`config.mk`:
```
export PLATFORM = sky130hd
export DESIGN_NAME = addsub16_seq
export DESIGN_NICKNAME = d
export VERILOG_FILES = /design/src/rtl/addsub_pkg.sv /design/src/rtl/nibble_add4.sv /design/src/rtl/addsub16_seq.sv
export SDC_FILE = /design/constraint.sdc
export NUM_CORES = 1
export LEC_CHECK = 0
export CAP_MARGIN = 20
export CORE_ASPECT_RATIO = 1.25
export CORE_UTILIZATION = 51
export DETAILED_ROUTE_END_ITERATION = 8
export PLACE_DENSITY = 0.8
export SYNTH_ARGS = -nofsm -noshare
export SYNTH_HDL_FRONTEND = slang
export SYNTH_HIERARCHICAL = 1
export SYNTH_SLANG_ARGS = --single-unit
```
`constraint.sdc`:
```
create_clock -name clk -period 3.35 [get_ports clk]
set_input_delay 1.005 -clock clk [delete_from_list [all_inputs] [get_ports clk]]
set_output_delay 1.005 -clock clk [all_outputs]
set_load 0.05 [all_outputs]
```
`src/rtl/addsub_pkg.sv`:
```
`default_nettype none
// ============================================================================
//  Module      : addsub_pkg
//  Description : Shared constants for the nibble-serial 16-bit add/subtract
//                unit: datapath width, nibble count and FSM state encoding.
//  Ports       : none (package)
//  Revision    : 1.0 - initial release
// ============================================================================
package addsub_pkg;

  localparam int WIDTH   = 16;
  localparam int NIBBLES = 4;

  typedef logic [1:0] state_t;

  localparam state_t ST_IDLE = 2'd0;
  localparam state_t ST_EXEC = 2'd1;
  localparam state_t ST_DONE = 2'd2;

  // Counter value of the most significant nibble; EXEC ends after it.
  localparam logic [1:0] CNT_LAST = 2'(NIBBLES - 1);

endpackage : addsub_pkg
`default_nettype wire

```
`src/rtl/nibble_add4.sv`:
```
`default_nettype none
// ============================================================================
//  Module      : nibble_add4
//  Description : Purely combinational 4-bit adder, sum = a + b + cin.
//  Ports       : a[3:0], b[3:0], cin  -> operands and carry-in
//                sum[3:0], cout       -> 4-bit sum and carry-out
//  Revision    : 1.0 - initial release
// ============================================================================
module nibble_add4 (
  input  logic [3:0] a,
  input  logic [3:0] b,
  input  logic       cin,
  output logic [3:0] sum,
  output logic       cout
);

  logic [4:0] w_full;

  assign w_full = {1'b0, a} + {1'b0, b} + {4'd0, cin};
  assign sum    = w_full[3:0];
  assign cout   = w_full[4];

endmodule : nibble_add4
`default_nettype wire

```
`src/rtl/addsub16_seq.sv`:
```
`default_nettype none
// ============================================================================
//  Module      : addsub16_seq
//  Description : Sequential 16-bit two's-complement add/subtract. One nibble
//                is processed per cycle, LSB first, through a single shared
//                4-bit adder. Result and flags hold until the next start.
//  Ports       : clk, rst (sync, active-high)
//                start, sub, a[15:0], b[15:0]   -> request and operands
//                busy, done                     -> status / one-cycle pulse
//                result[15:0], carry, zero, overflow -> outputs, held
//  Revision    : 1.0 - initial release
// ============================================================================
module addsub16_seq
  import addsub_pkg::*;
(
  input  logic             clk,
  input  logic             rst,
  input  logic             start,
  input  logic             sub,
  input  logic [WIDTH-1:0] a,
  input  logic [WIDTH-1:0] b,
  output logic             busy,
  output logic             done,
  output logic [WIDTH-1:0] result,
  output logic             carry,
  output logic             zero,
  output logic             overflow
);

  state_t           state_q,    state_d;
  logic [1:0]       cnt_q,      cnt_d;
  logic             cin_q,      cin_d;
  logic [WIDTH-1:0] a_q,        a_d;
  logic [WIDTH-1:0] b_q,        b_d;
  logic             sub_q,      sub_d;
  logic [WIDTH-1:0] result_q,   result_d;
  logic             carry_q,    carry_d;
  logic             zero_q,     zero_d;
  logic             overflow_q, overflow_d;

  logic [3:0] nib_a;
  logic [3:0] nib_b;
  logic [3:0] nib_sum;
  logic       nib_cout;
  logic [3:0] nib_idx;

  // Bit offset of the current nibble.
  assign nib_idx = {cnt_q, 2'b00};
  assign nib_a   = a_q[nib_idx +: 4];
  // Subtraction is a + ~b + 1; the +1 enters as the initial carry.
  assign nib_b   = b_q[nib_idx +: 4] ^ {4{sub_q}};

  nibble_add4 u_nibble_add4 (
    .a    (nib_a),
    .b    (nib_b),
    .cin  (cin_q),
    .sum  (nib_sum),
    .cout (nib_cout)
  );

  // State and datapath registers.
  always_ff @(posedge clk) begin
    if (rst) begin
      state_q    <= ST_IDLE;
      cnt_q      <= 2'd0;
      cin_q      <= 1'b0;
      a_q        <= '0;
      b_q        <= '0;
      sub_q      <= 1'b0;
      result_q   <= '0;
      carry_q    <= 1'b0;
      zero_q     <= 1'b0;
      overflow_q <= 1'b0;
    end else begin
      state_q    <= state_d;
      cnt_q      <= cnt_d;
      cin_q      <= cin_d;
      a_q        <= a_d;
      b_q        <= b_d;
      sub_q      <= sub_d;
      result_q   <= result_d;
      carry_q    <= carry_d;
      zero_q     <= zero_d;
      overflow_q <= overflow_d;
    end
  end

  // Next-state logic.
  always_comb begin
    state_d = state_q;
    case (state_q)
      ST_IDLE: if (start) state_d = ST_EXEC;
      ST_EXEC: if (cnt_q == CNT_LAST) state_d = ST_DONE;
      ST_DONE: state_d = ST_IDLE;
      default: state_d = ST_IDLE;
    endcase
  end

  // Datapath next values.
  always_comb begin
    cnt_d      = cnt_q;
    cin_d      = cin_q;
    a_d        = a_q;
    b_d        = b_q;
    sub_d      = sub_q;
    result_d   = result_q;
    carry_d    = carry_q;
    zero_d     = zero_q;
    overflow_d = overflow_q;

    if (state_q == ST_IDLE && start) begin
      a_d        = a;
      b_d        = b;
      sub_d      = sub;
      cnt_d      = 2'd0;
      cin_d      = sub;
      result_d   = '0;
      carry_d    = 1'b0;
      zero_d     = 1'b0;
      overflow_d = 1'b0;
    end else if (state_q == ST_EXEC) begin
      result_d[nib_idx +: 4] = nib_sum;
      cin_d = nib_cout;
      cnt_d = cnt_q + 2'd1;
      if (cnt_q == CNT_LAST) begin
        // Flags are formed from the top nibble directly, since result_q
        // does not yet hold it on this edge.
        carry_d    = nib_cout;
        zero_d     = ({nib_sum, result_q[WIDTH-5:0]} == '0);
        overflow_d = (a_q[WIDTH-1] == (b_q[WIDTH-1] ^ sub_q)) &&
                     (nib_sum[3] != a_q[WIDTH-1]);
      end
    end
  end

  // Outputs.
  always_comb begin
    busy     = (state_q != ST_IDLE);
    done     = (state_q == ST_DONE);
    result   = result_q;
    carry    = carry_q;
    zero     = zero_q;
    overflow = overflow_q;
  end

endmodule : addsub16_seq
`default_nettype wire
```
======== Word level (Yosys, flattened, before mapping) ========
Index checks and enable logic that the tools add are counted.
operators by class
  $add $sub $neg .......................... 4
  multiply operators ...................... 0
  div/mod/pow operators ................... 0
  magnitude comparators ................... 0
  equality and inequality tests ........... 7
  shift-type cells ........................ 4
  multiplexer cells ....................... 6
  bitwise logic cells ..................... 2
  reductions and logical operators ........ 9
operators with widths
  cell                    count
  $shiftx 16x5->4         2
  $bwmux 16               1
  $logic_not 16->1        1
  $shift 4x6->16 const A  1
  $shiftx 4x6->16         1
  $neg 4->6               1
  $add 4x4->5             1
  $add 5x1->5             1
  $eq 2x2->1 const B      2
  $mux 2                  2
  $ne 2x2->1 const B      2
  $pmux 2 s2              1
  $reduce_and 2->1        2
  $reduce_bool 2->1       2
  $xor 4x4->4             1
  $add 2x1->2 const B     1
  $eq 2x1->1 const B      1
  $logic_and 1x1->1       2
  $logic_not 2->1         1
  $mux 1                  2
  $reduce_or 2->1         1
  $eq 1x1->1              1
  $ne 1x1->1              1
  $xor 1x1->1             1
storage, ports and cells
  bits in registers ....................... 57
  latch bits .............................. 0
  RAM bits ................................ 0
  bits in read-only memories .............. 0
  input bits .............................. 36
  output and inout bits ................... 21
  word-level logic and storage cells ...... 42
  memories ................................ 0

======== Longest topological paths before layout ========
  word-level depth ........................ 6
  depth in mapped cells ................... 11
  mapped depth without buffers ............ 10

======== Modules after synthesis ========
Netlist, hierarchy kept.
by module, submodules not included
  module        times used  cells an instance  area each (µm²)  sequential area each (µm²)
  addsub16_seq  1           289                2,597.5          1,141.1
  nibble_add4   1           16                 143.9            0.0

======== Least setup slack after synthesis ========
Ideal clock, no wire load.
  path type ............................... reg2reg
  from .................................... reg cnt_q[0]
  to ...................................... reg zero_q (netlist: zero)
  setup time .............................. 0.114 ns
  data arrival time ....................... 2.623 ns
  data required time ...................... 3.236 ns
  slack ................................... 0.613 ns
  stages on the path, launching flop included .. 11
  buffers on the path ..................... 1
  period minus slack after synthesis ...... 2.737 ns
  cells stage by stage .................... dfxtp_1 > buf_6 > mux4_2 > xor2_1 > fa_1 > inv_1 > fa_1 > xnor2_1 > nor4_1 > and4_1 > a2bb2o_4
on the way
  cells in the longest elaborated chain, start to end .. 5
  elaborated cells between the ends (all ways) .. 8
  classes of those cells .................. 2 x add/sub; 1 x eq/ne; 2 x shift; 1 x bitwise; 2 x reduce/logical
RTL lines
  what                    RTL line             text
  from (decl)             addsub16_seq.sv:31   logic [1:0] cnt_q, cnt_d;
  from (signal assigned)  addsub16_seq.sv:76   cnt_q <= cnt_d;
  $shiftx 16x5->4         addsub16_seq.sv:51   assign nib_b = b_q[nib_idx +: 4] ^ {4{sub_q}};
  $xor 4x4->4             addsub16_seq.sv:51
  net nib_b[0]            addsub16_seq.sv:42   logic [3:0] nib_b;
  $add 4x4->5             nibble_add4.sv:19    assign w_full = {1'b0, a} + {1'b0, b} + {4'd0, cin};
  $add 5x1->5             nibble_add4.sv:19
  net nib_sum[2]          addsub16_seq.sv:43   logic [3:0] nib_sum;
  $logic_not 16->1        addsub16_seq.sv:129  zero_d = ({nib_sum, result_q[WIDTH-5:0]} == '0);
  to (signal assigned)    addsub16_seq.sv:83   zero_q <= zero_d;
  to (decl)               addsub16_seq.sv:38   logic zero_q, zero_d;
The timed path passes the listed nets, and every way through them passes these cells.
A chain may end at the register's enable or synchronous reset.

======== Worst setup path in the final report ========
  from .................................... reg cnt_q[0]
  to ...................................... reg zero_q (netlist: zero)
on the way
  elaborated cells between the ends (all ways) .. 8
  classes of those cells .................. 2 x add/sub; 1 x eq/ne; 2 x shift; 1 x bitwise; 2 x reduce/logical
RTL lines
  what              RTL line             text
  $shiftx 16x5->4   addsub16_seq.sv:49   assign nib_a = a_q[nib_idx +: 4];
  net nib_a[0]      addsub16_seq.sv:41   logic [3:0] nib_a;
  $add 4x4->5       nibble_add4.sv:19
  $add 5x1->5       nibble_add4.sv:19
  net nib_sum[3]    addsub16_seq.sv:43
  $logic_not 16->1  addsub16_seq.sv:129
The timed path passes the listed nets, and every way through them passes these cells.

==> metrics.md <==
| Metric | Value |
|---|---|
| Area grow syn2layout | `28.3%` |
| Pins Over Slew Limit | `0` |
| Via density | `5.32` |
| Post-synth top flop | `dfxtp_1` |
| 1st-iter DRT viols | `146` |
| CP Cell Sequence | `buf_4, mux4_2, fa_1, a21o_1, a21oi_2, xnor2_1, nor4_1, and4_1, a2bb2o_4` |
| # fillers | `429` |
| Hold WC Path Type | `flop to flop` |
| Iteration count of the initial detailed-routing pass | `5` |
| CTS tree | `done` |
| Final TNS setup | `0 ps` |
| Slowest CP cell | `mux4_2` |
| First-pass GRT wire length | `9.95 mm` |
| VDD IR max | `295 µV` |
| Final ANT Viol Nets | `0` |
| Core region area | `5120 µm²` |
| CP required | `3580 ps` |
| Cells after DPL | `409` |
| Final WS setup | `340 ps` |
| IO Pins | `57` |
| Hold Buf Count CTS | `0` |
| Clock Pin Slew Worst Setup and Hold Paths | `60 ps` |
| Core Util, Final | `0.687` |
| Post-Syn Area | `2740 µm²` |
| Fraction of layout cells with a size suffix above 1 | `0.102` |
| Die width | `67.6 µm` |
| Slowest cell delay on critical path | `570 ps` |
| PortBufs | `56` |
| Outcome | `completed` |
| Routed length per instance | `14.0 µm` |
| Multi-input gate area | `1410 µm²` |
| Worst relative slew slack | `0.657` |
| Gr ovfl total | `0` |
| Post-synth top area share | `0.416` |
| Synth unique cells | `36` |
| Leak pwr | `0.00132 µW` |
| Area contributors post-synth | `dfxtp_1 (42%), nand2_1 (12%), a21oi_1 (9.3%), mux4_2 (6.6%), buf_6 (4.9%)` |
| Power per cell area | `517 nW/µm²` |
| Die area | `5670 µm²` |
| Crit start category | `flop` |
| Mapped Cells | `305` |
| Worst Skew | `8.16 ps` |
| Root Buffer | `clkbuf_8` |
| Vias in the first global route | `2,149` |
| Setup violations, final | `0` |
| Final hold violations | `0` |
| Post-synth EDFFs | `0` |
| Largest area contributor in the netlist | `dfxtp_1` |
| DRC viols | `0` |
| Slew @ Worst Pin | `511 ps` |
| CP Class | `flop to flop` |
| Clock Sinks | `57` |
| Tot Pwr | `1820 µW` |
| Post-Synthesis Net Count | `351` |
| RSZ-0062 raised after global routing | `no` |
| Register area share after synthesis | `0.416` |
| Seq. cell area | `1140 µm²` |
| Die height | `84.0 µm` |
| Largest net degree at the start of global routing | `36` |
| # Max-Cap Violations | `0` |
| Number of vias in the routed layout | `2,261` |
| Setup WS pre-CTS | `349 ps` |
| Flops & latches, synth | `57` |
| Total GRT Usage | `0.236` |
| TritonCTS Buffers | `9` |
| Max Fclk | `332 MHz` |
| Row Count | `29` |
| Post-Route WL | `5.97 mm` |
| DP HPWL | `4.29 mm` |
| Critical Path End Type | `flop` |
| Synth Warn # | `6` |
| Worst EP arrival | `3240 ps` |
| Gpl congestion | `0.929` |
| Largest delay share family, worst path | `multiplexers` |
| Crit share post-route | `0.898` |
| H-tree depth | `3` |
| Initial antenna violation count | `0` |
| Layout Cells excl Fill | `425` |
| Setup bufs post-CTS | `0` |
| Post-Syn Area per Cell | `8.99 µm²` |
| Ant diodes | `0` |
| Crit path time final | `3010 ps` |
| Final Net Count | `404` |
| Clock latency at the later pin of the worst-skew pair | `330 ps` |
| Worst Path Buf+Inv | `1` |
| Asr flop ratio synth | `0` |
| CP Max Fanout | `16` |
| Longest Clk Path Bufs | `2` |
| Post_cts resized | `0` |
| Initial core utilization | `0.536` |
## metal layers
layer	up-vias	wire, µm	track usage
met4	0	181	0.132
met3	17	266	0.0546
met5	-	0	0
li1	1137	-	-
met2	83	3100	0.373
met1	1024	2420	0.286
## cell usage in the layout, fill, tap and decap left out, drive strengths merged, types with 2 or more instances in the layout
cell and instances:
nand2 86, dfxtp 57, clkdlybuf4s50 56, a21oi 52, nand3 12, clkbuf 12
mux4 8, ha 8, inv 6, and3b 6, buf 6, nor2b 5
nand3b 5, nor2 5, xor2 4, nand4 4, xnor2 4, nor4 4
bufinv 3, nand2b 3, mux2i 2, fa 2, nor3b 2
## power by group
part / switching [µW] / total (µW) / internal (µW)
Sequential: 22.9 / 730 / 707
Clock: 276 / 831 / 555
Combinational: 136 / 259 / 122
Total: 435 / 1820 / 1380
## synthesized netlist by cell type (4+ instances only)
library cell / number
nand2_1: 86
buf_6: 12
xnor2_1: 4
a21oi_1: 51
nand4_1: 4
nor4_1: 4
mux4_2: 8
inv_1: 6
and3b_1: 6
nor2_1: 5
nand3_1: 12
nand3b_1: 5
xor2_1: 4
clkbuf_1: 5
nor2b_1: 5
ha_1: 8
dfxtp_1: 57
## registers in the layout, indices dropped and copies added, names as in the netlist
register	count
carry	1
state_q	2
zero	1
a_q	16
cnt_q	2
sub_q	1
result	16
b_q	16
cin_q	1
overflow	1
## tightest hold or removal path: cells and delay by family (launching register included)
kind,cells,cell delay [ps]
compound gates,1,50
flops,1,310
simple gates,1,50
## final timing paths
kind                            startpoint     end  slack [ps]  depth (start not counted)
worst min-delay path                a_q[9]  a_q[9]         450                          2
worst max register to register    cnt_q[0]    zero         340                          9
worst max-delay path              cnt_q[0]    zero         340                          9
worst min register to register      a_q[9]  a_q[9]         450                          2
## cells by family after synthesis
family                     count (synthesis)  share of synthesized area
and+or+nand+nor                          137                      0.250
AOI/OAI and AO/OA                         57                      0.113
DFF                                       57                      0.416
buffers and inverters                     26                     0.0707
muxes                                     10                     0.0730
adders and majority gates                 10                     0.0511
xor gates and xnor gates                   8                     0.0256
## final cells by class
cell class	count	area share
clock inverter	4	0.0278
sequential	57	0.325
tap	62	0.0221
clock buffer	12	0.0470
timing repair buffer	62	0.172
inverter	6	0.00641
multi-input combinational	222	0.400
## per-stage QoR
stage          instance area (µm²)  hold WS, ps
6_report                      3520          454
5_1_grt                       3520          469
4_1_cts                       3520          454
3_5_place_dp                  3250          446
3_3_place_gp                  3250          441
2_1_floorplan                 2740          433
No activity file was read; power rests on OpenSTA's default activity.
